`config.mk`:
```
export PLATFORM = sky130hd
export DESIGN_NAME = tt_sweep_ctrl
export DESIGN_NICKNAME = d
export VERILOG_FILES = /design/src/rtl/tt_sweep_pkg.sv /design/src/rtl/dwell_timer.sv /design/src/rtl/tt_sweep_ctrl.sv
export SDC_FILE = /design/constraint.sdc
export NUM_CORES = 1
export LEC_CHECK = 0
export ABC_AREA = 1
export CAP_MARGIN = 10
export CORE_ASPECT_RATIO = 1.2
export CORE_MARGIN = 8
export CORE_UTILIZATION = 47
export DETAILED_ROUTE_END_ITERATION = 16
export HOLD_SLACK_MARGIN = 0.03
export PLACE_DENSITY_LB_ADDON = 0.15
export SLEW_MARGIN = 20
export SYNTH_ARGS = -nofsm -noshare
export SYNTH_HDL_FRONTEND = slang
export SYNTH_SLANG_ARGS = --single-unit
```
`constraint.sdc`:
```
create_clock -name clk -period 1.3 [get_ports clk]
set_input_delay 0.26 -clock clk [delete_from_list [all_inputs] [get_ports clk]]
set_output_delay 0.26 -clock clk [all_outputs]
set_load 0.02 [all_outputs]
```
`src/rtl/tt_sweep_pkg.sv`:
```
// Shared types and constants for the truth-table sweep controller.
package tt_sweep_pkg;

    typedef enum logic [1:0] {
        IDLE = 2'd0,
        RUN  = 2'd1,
        DONE = 2'd2
    } state_e;

    localparam int NUM_VEC = 8;
    localparam int VEC_W   = $clog2(NUM_VEC);

endpackage

```
`src/rtl/dwell_timer.sv`:
```
// Free-running dwell counter: counts 0..DWELL-1 and wraps, or is held at zero by clr.
module dwell_timer #(
    parameter int DWELL = 10
) (
    input  logic clk,
    input  logic rst,
    input  logic clr,
    output logic tick
);

    localparam int CW = $clog2(DWELL + 1);
    localparam logic [CW-1:0] LAST = CW'(DWELL - 1);

    logic [CW-1:0] count;

    assign tick = (count == LAST);

    always_ff @(posedge clk or posedge rst) begin
        if (rst) begin
            count <= '0;
        end else if (clr || tick) begin
            count <= '0;
        end else begin
            count <= count + CW'(1);
        end
    end

endmodule

```
`src/rtl/tt_sweep_ctrl.sv`:
```
// Walks all eight {a,b,c} vectors through a downstream 3-input block, captures x/y
// into truth tables and compares them against the expected tables.
module tt_sweep_ctrl
    import tt_sweep_pkg::*;
#(
    parameter int         DWELL = 10,
    parameter logic [7:0] EXP_X = 8'h00,
    parameter logic [7:0] EXP_Y = 8'h00
) (
    input  logic               clk,
    input  logic               rst,
    input  logic               start,
    output logic               a,
    output logic               b,
    output logic               c,
    input  logic               x,
    input  logic               y,
    output logic               busy,
    output logic               done,
    output logic [NUM_VEC-1:0] tt_x,
    output logic [NUM_VEC-1:0] tt_y,
    output logic               pass,
    output logic [1:0]         fsm_state
);

    state_e             state;
    logic [VEC_W-1:0]   idx;
    logic               tick;
    logic [NUM_VEC-1:0] tt_x_cap;
    logic [NUM_VEC-1:0] tt_y_cap;

    assign fsm_state = state;

    // Timer only runs during RUN, so the accepting edge always leaves it at zero.
    dwell_timer #(
        .DWELL (DWELL)
    ) u_dwell (
        .clk  (clk),
        .rst  (rst),
        .clr  (state != RUN),
        .tick (tick)
    );

    // Tables as they will look after capturing the current vector.
    always_comb begin
        tt_x_cap      = tt_x;
        tt_y_cap      = tt_y;
        tt_x_cap[idx] = x;
        tt_y_cap[idx] = y;
    end

    always_ff @(posedge clk or posedge rst) begin
        if (rst) begin
            state     <= IDLE;
            idx       <= '0;
            {a, b, c} <= 3'b000;
            busy      <= 1'b0;
            done      <= 1'b0;
            tt_x      <= '0;
            tt_y      <= '0;
            pass      <= 1'b0;
        end else begin
            case (state)
                IDLE: begin
                    done <= 1'b0;
                    if (start) begin
                        state     <= RUN;
                        idx       <= '0;
                        {a, b, c} <= 3'b000;
                        busy      <= 1'b1;
                        tt_x      <= '0;
                        tt_y      <= '0;
                        pass      <= 1'b0;
                    end
                end
                RUN: begin
                    if (tick) begin
                        tt_x <= tt_x_cap;
                        tt_y <= tt_y_cap;
                        if (idx == VEC_W'(NUM_VEC - 1)) begin
                            state     <= DONE;
                            busy      <= 1'b0;
                            done      <= 1'b1;
                            {a, b, c} <= 3'b000;
                            // Compare the tables including the vector captured on this edge.
                            pass      <= (tt_x_cap == EXP_X) && (tt_y_cap == EXP_Y);
                        end else begin
                            idx       <= idx + VEC_W'(1);
                            {a, b, c} <= idx + VEC_W'(1);
                        end
                    end
                end
                DONE: begin
                    done  <= 1'b0;
                    state <= IDLE;
                end
                default: begin
                    state <= IDLE;
                end
            endcase
        end
    end

endmodule

```
==> metrics.md, run 1 <==
| Metric | Value |
|---|---|
| Layout area overhead | `54.1%` |
| Total number of vias | `1755` |
| Start point of the critical path | `idx[0]$_DFFE_PP0P_` |
| Core area | `3370 µm²` |
| WP buf/inv | `2` |
| DRC Markers | `0` |
| Max-slew headroom | `0.781` |
| Worst hold slack | `between 0.2 and 0.3 ns` |
| VDD IR-drop max | `1.51 mV` |
| Cell variety after synth | `22` |
| Most frequent cell after synthesis | `nand2_1` |
| Gr ovfl total | `0` |
| Endpoints failing setup | `25` |
| Register-to-Register Path Depth | `9` |
| Routed len/inst | `16.2 µm` |
| Number of synthesized flops with an enable pin | `0` |
| Num rows | `23` |
| Routability Congestion | `0.851` |
| DP HPWL | `3350 µm` |
| Largest net degree at the start of global routing | `18` |
| Syn avg cell area | `around 7.9 µm²` |
| Max-Cap Viols | `0` |
| CP cell instances | `buf_6 > buf_4 > nand3_1 > nand2_1 > nor2_1 > nand2_1 > nor2_1 > nand3_1 > nand2_1` |
| I/O pins | `29` |
| Count of pins over their slew limit | `0` |
| Area share of the leading cell type in the synthesized netlist | `0.470` |
| # port buffers | `28` |
| Sequential area share after synthesis | `0.470` |
| Status | `finished with violations` |
| Non-filler cells, final | `317` |
| FFs w/ async S/R, synth | `1.00` |
| Worst min path class | `in -> async` |
| Total Routed Length | `5150 µm` |
| Top cells by count, synth | `nand2_1, dfrtp_1, nor2_1, nand3_1` |
| Layout cells sized above 1 | `0.418` |
| Dpl cell area | `~2200 µm²` |
| FF-to-FF setup slack | `-0.16 ns` |
| Leakage | `approximately 0.0013 µW` |
| Pre-Repair DR Iteration Count | `4` |
| Pwr/cell area | `around 2300 nW/µm²` |
| H-tree levels | `2` |
| Crit path required time | `1.52 ns` |
| Crit-path slowest cell | `dfrtp_2` |
| Routed vias/inst | `between 5 and 6` |
| Post-Syn Nets | `217` |
| # diodes | `0` |
| Hold_buf cts | `0` |
| Vias in the first global route | `between 1500 and 2000` |
| Clk_lat worst skew | `~0.28 ns` |
| Area contributors post-synth | `dfrtp_1, nand2_1, nand3_1` |
| Tot Pwr | `5770 µW` |
| Tcrit/Tclk final | `1.12` |
| Post-route ant nets | `0` |
| Cell family with most CP delay | `simple AND/OR/NAND/NOR gates` |
| Failing checks | `setup timing` |
| Final Hold Vio Count | `0` |
| Worst-path clk slew | `roughly 0.070 ns` |
| Die Area | `between 5000 and 6000 µm²` |
| Worst R2R End | `pass$_DFFE_PP0P_` |
| Synth warnings | `0` |
| Clock skew | `0.00492 ns` |
| Fin crit period | `1.46 ns` |
| DRT iter0 DRCs | `90` |
| Initial antenna violation count | `0` |
| Predominant post-synthesis flop cell | `dfrtp_1` |
| Most frequent CP cell | `nand2_1` |
| Post-Syn Instances | `~210` |
| CP Class | `reg -> reg` |
| DIE HEIGHT | `between 80 and 90 µm` |
| Worst-margin pin slew | `0.327 ns` |
| Critical path arrival | `1.68 ns` |
| Initial Utilization | `0.491` |
| CP Max Fanout | `7` |
| Crit Reg-Reg Startpoint | `idx[0]$_DFFE_PP0P_` |
| Dpl cells | `295` |
| Clock sink count | `31` |
| Synth Cell Area | `1650 µm²` |
| Flops & latches, synth | `31` |
| F_max | `roughly 700 MHz` |
| Total GRT Usage | `0.179` |
| FILL cells | `~230` |
| CTS tree | `done` |
| Final worst slack | `-0.158 ns` |
| Root buffer cell | `clkbuf_8` |
| RSZ-0062 raised after global routing | `true` |
| Leading area contributor after synthesis | `dfrtp_1` |
| CP max stage delay | `0.47 ns` |
| Worst setup EP type | `flip-flop` |
| Startpoint Class | `flip-flop` |
| Die X | `70.1 µm` |
| Clock buffer depth | `2` |
| Nets | `approximately 290` |
| TritonCTS Buffers | `5` |
| First-pass GRT wire length | `8200 µm` |
| Final instance area | `between 2000 and 3000 µm²` |
-- sequential cells by signal, summed over array words and instances, names as in the netlist --
signal	flops
tt_x	8
tt_y	8
u_dwell.count	4
idx	3
fsm_state	2
a	1
b	1
busy	1
c	1
done	1
pass	1
-- stage by stage --
stage	worst slack, ns	util	setup TNS, ns
2_1_floorplan	-0.0315	-	-0.289
3_3_place_gp	-0.246	0.647	-4.42
3_5_place_dp	-0.279	0.647	-5.54
4_1_cts	-0.0965	0.699	-0.882
5_1_grt	-0.251	0.756	-4.37
6_report	-0.158	0.756	-2.07
-- layout by cell type, fill, tap and decap left out, drive strengths merged --
cell            n
nand3b          2
nand4          11
xor2            1
dfrtp          31
a21oi           1
buf            47
nand2          77
dlygate4sd2    11
ha              4
clkdlybuf4s50   4
xnor2           1
nand3          14
clkbuf         12
clkdlybuf4s15   6
o21ai          17
nor2           21
inv            13
clkinv          2
a22o            5
-- worst register-to-register path, delay by kind of cell, from the launching register on --
| family | cells | cell delay (ns) |
|---|---|---|
| and+or+nand+nor | 7 | 0.64 |
| DFF | 1 | 0.47 |
| buffers and inverters | 2 | 0.29 |
-- repair_timing --
action                                  in CTS  in global routing
cloned                                       2                  0
setup buffers                                6                  6
gates resized for setup                     55                 70
endpoints found under the setup margin      49                 36
pin swaps                                    5                 16
-- power breakdown --
group	total (µW)	switching, µW	internal, µW
Combinational	3420	1860	1570
Clock	732	357	375
Sequential	1620	343	1270
Total	5770	2560	3210
-- worst max path at each step --
stage	cells after the start	slack, ns	endpoint
finish	9	-0.16	pass$_DFFE_PP0P_
global route	9	-0.25	pass$_DFFE_PP0P_
CTS	9	-0.1	pass$_DFFE_PP0P_
detailed placement	8	-0.28	pass$_DFFE_PP0P_
global placement	8	-0.25	pass$_DFFE_PP0P_
floorplan	8	-0.03	busy$_DFFE_PP0P_
-- kinds of logic (layout without fill, tap and decap cells) --
group                    count (synthesis)  after routing  synth area share
buffers and inverters                   24             95            0.0667
flip-flops                              31             31             0.470
AND/OR/NAND/NOR                        124            125             0.339
XOR/XNOR                                 2              2            0.0106
AO/OA/AOI/OAI                           23             23            0.0833
adder cells (fa/ha/maj)                  4              4            0.0303
-- layout make-up --
class | instances | area, µm² | share of cell area
multi-input combinational | 154 | 932 | 0.366
sequential | 31 | 781 | 0.307
timing repair buffer | 73 | 639 | 0.251
clock buffer | 7 | 76.3 | 0.0300
inverter | 14 | 65.1 | 0.0256
tap | 37 | 46.3 | 0.0182
clock inverter | 1 | 5.00 | 0.00197
-- per-layer routing --
metal  routed length (µm)  global-route usage
met5                    0                   0
met1                 2020               0.189
met2                 2620               0.314
met4                  225               0.101
met3                  284              0.0536
No activity file was read; power rests on OpenSTA's default activity.
==> run 2, diff against run 1 <==
--- a/config.mk
+++ b/config.mk
@@ -17,3 +17,4 @@
 export SYNTH_ARGS = -nofsm -noshare
 export SYNTH_HDL_FRONTEND = slang
 export SYNTH_SLANG_ARGS = --single-unit
+export TNS_END_PERCENT = 50
==> constraint.sdc (replaced) <==
create_clock -name clk -period 1.2 [get_ports clk]
set_input_delay 0.24 -clock clk [delete_from_list [all_inputs] [get_ports clk]]
set_output_delay 0.24 -clock clk [all_outputs]
set_load 0.02 [all_outputs]
==> run 2 against run 1 <==
Net effect: the flow still finishes with violations (setup timing); largest cell class unchanged; utilization is 4.1 points higher; clock-buffer cell count unchanged; clock skew is 0.00057 ns higher; critical path type unchanged.
==> metrics.md, run 2 (same netlist as run 1, synthesis figures left out) <==
| Metric | Value |
|---|---|
| Worst min path class | `in -> async` |
| Max-Cap Viols | `0 (unchanged)` |
| Status | `finished with violations` |
| CP cell instances | `clkinv_4 > buf_4 > nand3_1 > nand2_1 > nor2_1 > nand2_1 > nor2_1 > nand3_1 > nand2_1` |
| Biggest regs | `tt_x: 8 flops, tt_y: 8 flops, u_dwell.count: 4 flops` |
| Routed vias/inst | `5.66 (+2.2%)` |
| Num rows | `23 (unchanged)` |
| Layout cells sized above 1 | `0.478 (+0.0604)` |
| FILL cells | `232 (-0.85%)` |
| I/O pins | `29 (unchanged)` |
| Crit path required time | `1.43 ns (-0.09 ns)` |
| F_max | `680 MHz (-0.81%)` |
| Clock sink count | `31 (unchanged)` |
| Endpoints failing setup | `27 (+8.0%)` |
| Pre-Repair DR Iteration Count | `5 (+1)` |
| Total GRT Usage | `0.179 (+0.000911)` |
| # port buffers | `28 (unchanged)` |
| Initial Utilization | `0.491 (unchanged)` |
| Final worst slack | `-0.270 ns (-0.112 ns)` |
| Die X | `70.1 µm (unchanged)` |
| # diodes | `0 (unchanged)` |
| Reg area | `781 µm² (unchanged)` |
| Total Routed Length | `5640 µm (+9.5%)` |
| DIE HEIGHT | `80.9 µm (unchanged)` |
| CP Class | `reg -> reg` |
| Worst-path clk slew | `0.06 ns (about the same)` |
| Largest net degree at the start of global routing | `19 (+1)` |
| Most frequent CP cell | `nand2_1` |
| Worst R2R End | `pass$_DFFE_PP0P_` |
| WP buf/inv | `2 (unchanged)` |
| Post-route ant nets | `0 (unchanged)` |
| Clk_lat worst skew | `0.29 ns (about the same)` |
| Commonest cells after routing, fill and taps aside | `nand2_1, buf_4, dfrtp_1, nand3_1, clkdlybuf4s15_2` |
| Total number of vias | `1901 (+8.3%)` |
| Tcrit/Tclk final | `1.22 (+0.103)` |
| CP Max Fanout | `8 (+1)` |
| FF-to-FF setup slack | `-0.27 ns (-0.11 ns)` |
| Startpoint Class | `flip-flop` |
| Tot Pwr | `6620 µW (+15%)` |
| Cell family with most CP delay | `simple AND/OR/NAND/NOR gates` |
| Fin crit period | `1.47 ns (+0.0119 ns)` |
| Pwr/cell area | `2470 nW/µm² (+8.9%)` |
| Failing checks | `setup timing` |
| Root buffer cell | `clkbuf_8` |
| Register-to-Register Path Depth | `9 (unchanged)` |
| DRC Markers | `0 (unchanged)` |
| Clock buffer depth | `2 (unchanged)` |
| Clock skew | `0.00549 ns (+0.000572 ns)` |
| TritonCTS Buffers | `5 (unchanged)` |
| First-pass GRT wire length | `8140 µm (-0.76%)` |
| Core area | `3370 µm² (unchanged)` |
| Crit Reg-Reg Startpoint | `idx[0]$_DFFE_PP0P_` |
| VDD IR-drop max | `1.53 mV (+1.2%)` |
| Die Area | `5670 µm² (unchanged)` |
| Gr ovfl total | `0 (unchanged)` |
| Leakage | `0.00139 µW (+6.4%)` |
| Routability Congestion | `0.911 (+7.1%)` |
| Vias in the first global route | `1799 (-0.11%)` |
| Final Hold Vio Count | `0 (unchanged)` |
| Crit-path slowest cell | `dfrtp_2` |
| Layout area overhead | `62.4%` |
| CTS tree | `done` |
| Area of the multi-input gates | `913 µm² (-2.0%)` |
| Worst setup EP type | `flip-flop` |
| RSZ-0062 raised after global routing | `true` |
| Critical path arrival | `1.70 ns (+0.02 ns)` |
| Sum Neg Setup Slack | `-4.26 ns (-2.19 ns)` |
| H-tree levels | `2 (unchanged)` |
| DRT iter0 DRCs | `165 (+83%)` |
| Routed len/inst | `16.8 µm (+3.3%)` |
| Commonest non-fill, non-tap cell in the layout | `nand2_1` |
| Count of pins over their slew limit | `0 (unchanged)` |
| DP HPWL | `3660 µm (+9.1%)` |
| Worst-margin pin slew | `0.345 ns (+0.0183 ns)` |
| Max-slew headroom | `0.769 (-0.0123)` |
| Nets | `307 (+6.6%)` |
| Initial antenna violation count | `0 (unchanged)` |
| CP max stage delay | `0.50 ns (+0.03 ns)` |
## run 2: cell count changes in the layout (fill, tap and decap cells not counted), sizes merged
cell	change
dlygate4sd2	-11
buf	+20
clkbuf	+3
clkdlybuf4s15	+7
## run 2: worst register-to-register path, stage by stage (launching register included)
cell and delay, ns:
dfrtp_2 0.50, clkinv_4 0.14, buf_4 0.16, nand3_1 0.08, nand2_1 0.10, nor2_1 0.16
nand2_1 0.06, nor2_1 0.09, nand3_1 0.08, nand2_1 0.06
## run 2: layout make-up
class,count,area share
Clock buffer,7,0.0322
Clock inverter,1,0.00187
Inverter,14,0.0224
Multi-Input combinational cell,154,0.340
Sequential cell,31,0.291
Tap cell,37,0.0173
Timing Repair Buffer,92,0.295
## run 2: how the worst max path moves through the flow
stage                                     from                  end  slack, ns  cells after the start
detailed placement                           x     pass$_DFFE_PP0P_      -0.36                      8
global placement                             x     pass$_DFFE_PP0P_      -0.35                      8
finish                      idx[0]$_DFFE_PP0P_     pass$_DFFE_PP0P_      -0.27                      9
global route                idx[0]$_DFFE_PP0P_     pass$_DFFE_PP0P_      -0.36                      9
CTS                 u_dwell.count[1]$_DFF_PP0_  tt_x[6]$_DFFE_PP0P_      -0.27                      7
floorplan             fsm_state[0]$_DFFE_PP0P_     busy$_DFFE_PP0P_      -0.13                      8
## run 2: where the power goes
part	leakage [µW]	internal, µW	switching, µW
clock network	0.0000482	462	389
registers	0.000402	1380	317
logic	0.000936	1920	2160
total	0.00139	3760	2860
## run 2: layer usage
metal | share of wire | global-route usage | up-vias
li1 | - | - | 865
met1 | 0.37 | 0.193 | 908
met2 | 0.50 | 0.306 | 101
met3 | 0.075 | 0.0487 | 27
met4 | 0.050 | 0.123 | 0
met5 | 0 | 0 | -
## run 2: timing repair
action	CTS	global route
buffers inserted	5	7
setup endpoints to repair	51	37
hold buffers	0	0
endpoints found under the hold margin	0	0
gates resized for setup	79	62
gates cloned	0	3
pin swaps	6	10
## run 2: metrics by stage
stage | utilization | cell area (µm²) | hold slack (ns) | cells | worst slack (ns)
6_report | 0.797 | 2680 | 0.272 | 336 | -0.270
5_1_grt | 0.797 | 2680 | 0.326 | 336 | -0.364
4_1_cts | 0.738 | 2490 | 0.281 | 326 | -0.268
3_5_place_dp | 0.687 | 2310 | 0.474 | 313 | -0.360
3_3_place_gp | 0.687 | 2310 | 0.463 | 313 | -0.350
2_1_floorplan | - | 1670 | 0.343 | 208 | -0.131
